## config.mk

```make
export PLATFORM = sky130hd
export DESIGN_NAME = serial_adder_ctrl
export DESIGN_NICKNAME = d
export VERILOG_FILES = /design/src/rtl/serial_adder_ctrl.sv
export SDC_FILE = /design/constraint.sdc
export NUM_CORES = 1
export LEC_CHECK = 0
export ABC_AREA = 1
export ABC_CLOCK_PERIOD_IN_PS = 1400
export BUFFER_PORTS_ARGS = -buffer_cell sky130_fd_sc_hd__buf_4
export CAP_MARGIN = 20
export CORE_ASPECT_RATIO = 1.2
export CORE_MARGIN = 1
export CORE_UTILIZATION = 44
export CTS_BUF_LIST = sky130_fd_sc_hd__clkbuf_4
export DETAILED_ROUTE_END_ITERATION = 6
export PLACE_DENSITY = 0.7
export SLEW_MARGIN = 20
export SYNTH_ARGS = -nofsm -noshare
export SYNTH_HDL_FRONTEND = slang
export SYNTH_SLANG_ARGS = --single-unit
```

## constraint.sdc

```tcl
create_clock -name clk -period 1.4 [get_ports clk]
set_input_delay 0.28 -clock clk [delete_from_list [all_inputs] [get_ports clk]]
set_output_delay 0.28 -clock clk [all_outputs]
set_load 0.05 [all_outputs]
```

## src/rtl/serial_adder_ctrl.sv

```systemverilog
// Serial adder sequencer: reuses one 2-bit adder slice to add two WIDTH-bit
// operands, least-significant digit first, with valid/ready on both sides.

module twoBitAdder (
    input  logic [1:0] a,
    input  logic [1:0] b,
    input  logic       c,
    output logic [1:0] sum,
    output logic       carry
);
    assign {carry, sum} = {1'b0, a} + {1'b0, b} + {2'b00, c};
endmodule

module serial_adder_ctrl #(
    parameter int WIDTH = 8
) (
    input  logic             clk,
    input  logic             rst_n,
    input  logic             in_valid,
    output logic             in_ready,
    input  logic [WIDTH-1:0] op_a,
    input  logic [WIDTH-1:0] op_b,
    input  logic             cin,
    output logic             out_valid,
    input  logic             out_ready,
    output logic [WIDTH-1:0] result,
    output logic             cout,
    output logic             busy
);
    localparam int N  = WIDTH / 2;
    localparam int CW = (N > 1) ? $clog2(N) : 1;

    localparam logic [1:0] S_IDLE = 2'd0;
    localparam logic [1:0] S_ADD  = 2'd1;
    localparam logic [1:0] S_DONE = 2'd2;

    logic [1:0]       state_q, state_d;
    logic [WIDTH-1:0] a_sh_q, a_sh_d;
    logic [WIDTH-1:0] b_sh_q, b_sh_d;
    logic [WIDTH-1:0] part_q, part_d;
    logic [WIDTH-1:0] result_q, result_d;
    logic             carry_q, carry_d;
    logic             cout_q, cout_d;
    logic [CW-1:0]    cnt_q, cnt_d;

    logic [1:0]       slice_sum;
    logic             slice_carry;
    logic [WIDTH-1:0] part_next;

    twoBitAdder u_slice (
        .a     (a_sh_q[1:0]),
        .b     (b_sh_q[1:0]),
        .c     (carry_q),
        .sum   (slice_sum),
        .carry (slice_carry)
    );

    // New digit enters at the top so the final digit lands in [WIDTH-1:WIDTH-2]
    assign part_next = (part_q >> 2) | (WIDTH'(slice_sum) << (WIDTH - 2));

    always_comb begin
        state_d  = state_q;
        a_sh_d   = a_sh_q;
        b_sh_d   = b_sh_q;
        part_d   = part_q;
        result_d = result_q;
        carry_d  = carry_q;
        cout_d   = cout_q;
        cnt_d    = cnt_q;
        case (state_q)
            S_IDLE: begin
                if (in_valid) begin
                    a_sh_d  = op_a;
                    b_sh_d  = op_b;
                    carry_d = cin;
                    part_d  = '0;
                    cnt_d   = '0;
                    state_d = S_ADD;
                end
            end
            S_ADD: begin
                a_sh_d  = a_sh_q >> 2;
                b_sh_d  = b_sh_q >> 2;
                part_d  = part_next;
                carry_d = slice_carry;
                cnt_d   = cnt_q + CW'(1);
                if (cnt_q == CW'(N - 1)) begin
                    result_d = part_next;
                    cout_d   = slice_carry;
                    state_d  = S_DONE;
                end
            end
            S_DONE: begin
                if (out_ready) begin
                    state_d = S_IDLE;
                end
            end
            default: state_d = S_IDLE;
        endcase
    end

    always_ff @(posedge clk or negedge rst_n) begin
        if (!rst_n) begin
            state_q  <= S_IDLE;
            a_sh_q   <= '0;
            b_sh_q   <= '0;
            part_q   <= '0;
            result_q <= '0;
            carry_q  <= 1'b0;
            cout_q   <= 1'b0;
            cnt_q    <= '0;
        end else begin
            state_q  <= state_d;
            a_sh_q   <= a_sh_d;
            b_sh_q   <= b_sh_d;
            part_q   <= part_d;
            result_q <= result_d;
            carry_q  <= carry_d;
            cout_q   <= cout_d;
            cnt_q    <= cnt_d;
        end
    end

    assign in_ready  = (state_q == S_IDLE);
    assign out_valid = (state_q == S_DONE);
    assign busy      = (state_q != S_IDLE);
    assign result    = result_q;
    assign cout      = cout_q;
endmodule

```

==> metrics.md <==
| Metric | Value |
|---|---|
| Status | finished with violations |
| Failing checks | negative setup slack |
| Worst-margin pin slew | 0.456 ns |
| Largest net degree at the start of global routing | 37 |
| Fin nets | 272 |
| Final ANT Viol Nets | 0 |
| Critical Path Start Type | register |
| Post-synth EDFFs | 0 |
| Cell count after synthesis | 205 |
| M2 GR Usage | 0.306 |
| Initial antenna violation count | 0 |
| Synth warnings | 0 |
| Residual DRC | 0 |
| Largest fanout on the critical path | 3 |
| R2R Setup Slk | -0.13 ns |
| Crit path cell chain | nor2_4 > clkinvlp_4 > buf_8 |
| Most frequent cells after synthesis | nand2_1 (59), dfrtp_1 (36), inv_1 (36), nand3_1 (32), o21ai_2 (13) |
| Clock Skews | 0.00699 ns |
| Fin crit share | 1.09 |
| CTS Sinks | 36 |
| Setup crit end kind | output port |
| First-pass GRT wire length | 5910 um |
| Cell Area, Synth | 1800 um^2 |
| Detail Placement HPWL | 2330 um |
| Slew margin rel. | 0.696 |
| Via count | 1401 |
| Hold Slack | 0.0954 ns |
| GR Util met3 | 0.0339 |
| Post-synthesis sequential area ratio | 0.501 |
| Wirelength per Cell | 11.6 um |
| PortBufs | 32 |
| Min-Delay Startpoint | out_ready |
| Synth area leader | dfrtp_1 |
| Worst flop-to-flop path startpoint | a_sh_q[0] |
| Gpl congestion | 0.768 |
| Non-filler instance count after layout | 302 |
| I/O pin total | 33 |
| Crit-path slowest cell | dfrtp_2 |
| Sink of the worst hold path | state_q[1] |
| Most crowded layer after global routing | met2 |
| Max stage delay on crit path | 0.48 ns |
| Clock buffer depth | 2 |
| Max H-tree Level | 2 |
| Dpl cell area | 2140 um^2 |
| TritonCTS clock tree | yes |
| VDD IR max | 892 uV |
| CP required | 1.12 ns |
| DRT Pass-1 Iters | 4 |
| Min Clock Period, post-route | 1.53 ns |
| Area Overhead vs Synth | 26.2% |
| Syn_nets | 229 |
| Root Driver | clkbuf_4 |
| Placed Cells incl. Taps | 291 |
| FMAX | 0.653 GHz |
| Crit Path Class | reg2out |
| Unrepaired setup endpoints after global routing | yes |
| Power Density | 2470 nW/um^2 |
| Aggregate negative setup slack | -0.475 ns |
| Clock slew at the register clock pins of the worst setup and hold paths | 0.10 ns |
| Skew-Pair Late Insertion Delay | 0.34 ns |
| Total Wirelength | 3520 um |
| Main flop type after synthesis | dfrtp_1 |
| Yosys reg bits | 36 |
| Min-Delay Path Depth | 2 |
| Worst setup slack after layout | -0.132 ns |
| Fin. max-slew vios | 0 |
| Initial Util | 0.456 |
| GRT Total Usage | 0.183 |
| Area of the core | 3940 um^2 |
| Die Height | 72.0 um |
| Top post-synthesis cells by area | dfrtp_1 (50%), nand2_1 (12%), nand3_1 (8.9%), inv_1 (7.5%), o21ai_2 (6.3%) |
| Met1 Use GR | 0.224 |
| Antenna diodes | 0 |
| Max Cap Viol | 0 |
| Synth unique cells | 19 |
| Reg2reg end | result[7] |
| Final setup fails | 6 |
| # rows | 25 |
| Num CTS Buffers | 5 |
| Tot Pwr | 5600 uW |
| Vias in the first global route | 1324 |
| Leak pwr | 0.00121 uW |
| Final count of hold timing violations | 0 |
| Initial DRC Count | 51 |
| Mapped Avg Cell Area | 8.77 um^2 |
| R2r worst-path depth | 4 |
| FILL cells | 372 |
| Die W | 60.4 um |
| Layout cells sized above 1 | 0.331 |
| Remaining global-route overflow | 0 |
| Vias per inst | 4.64 |
| Most common cell in the synthesized netlist | nand2_1 |
| Top-area cell type share of the netlist area | 0.501 |
| Full die area | 4350 um^2 |
| Final instance area | 2270 um^2 |
| Worst Path Arrival | 1.25 ns |
| Worst min-delay path class | in2reg |
| Synth async-reset ratio | 1.00 |
## critical path: cells and delay by family (launching register included)
| kind | cells | cell delay (ns) |
|---|---|---|
| buffers and inverters | 2 | 0.26 |
| and+or+nand+nor | 1 | 0.17 |
| DFF | 1 | 0.48 |
## layer usage
layer | routed length [um] | part of all wire
met3 | 153 | 0.044
met5 | 0 | 0
met1 | 1520 | 0.43
met2 | 1780 | 0.51
met4 | 64 | 0.018
## report_power, final
| group | switching [uW] | total, uW | leakage [uW] | internal, uW |
|---|---|---|---|---|
| sequential | 285 | 1790 | 0.000454 | 1500 |
| clock | 338 | 513 | 0.0000261 | 175 |
| combinational | 1970 | 3290 | 0.000734 | 1330 |
| total | 2590 | 5600 | 0.00121 | 3010 |
## cells by family (layout without fill, tap and decap cells)
family,count (synthesis),count (layout),synth area share
simple gates,100,100,0.262
buf+inv,46,89,0.121
flops,36,36,0.501
compound gates,20,20,0.0870
fa+ha+maj,3,3,0.0292
## flip-flops by register name, indices dropped and copies added, names as in the netlist
name	count
result	8
carry_q	1
a_sh_q	8
cnt_q	2
cout	1
state_q	2
b_sh_q	8
part_q	6
## final cells by class
cell class / count / area (um^2) / area share
Tap cell: 54 / 67.6 / 0.0298
Multi-Input combinational cell: 123 / 709 / 0.313
Clock inverter: 2 / 7.51 / 0.00331
Timing Repair Buffer: 45 / 397 / 0.175
Clock buffer: 5 / 37.5 / 0.0165
Inverter: 37 / 148 / 0.0651
Sequential cell: 36 / 902 / 0.398
## worst max-delay path by stage
stage / depth (start not counted) / end / start
global placement: 4 / part_q[7] / carry_q
floorplan: 4 / busy / state_q[0]
global route: 4 / result[7] / a_sh_q[0]
detailed placement: 4 / part_q[7] / carry_q
finish: 3 / busy / state_q[1]
CTS: 4 / busy / state_q[0]
## what timing repair did
item,4_1_cts,5_1_grt
hold endpoints to repair,36,0
resized for setup,6,8
setup buffers,2,1
pin swaps,6,2
cloned,1,0
hold buffers,1,0
endpoints found under the setup margin,7,16
## per-stage QoR
step | worst slack, ns | util
6_report | -0.132 | 0.576
5_1_grt | -0.160 | 0.576
4_1_cts | -0.150 | 0.573
3_5_place_dp | -0.137 | 0.543
3_3_place_gp | -0.0941 | 0.543
2_1_floorplan | -0.182 | -
## cells in the final DEF, fill, tap and decap left out, drive strengths merged
cell type     n
a21oi         1
buf          43
bufbuf        1
clkbuf        5
clkinv        3
clkinvlp      1
dfrtp        36
dlygate4sd3   1
fa            2
ha            1
inv          35
nand2        63
nand3        32
nor2          5
o21ai        17
o22ai         1
o31ai         1
Power figures use the tool's default switching activity.
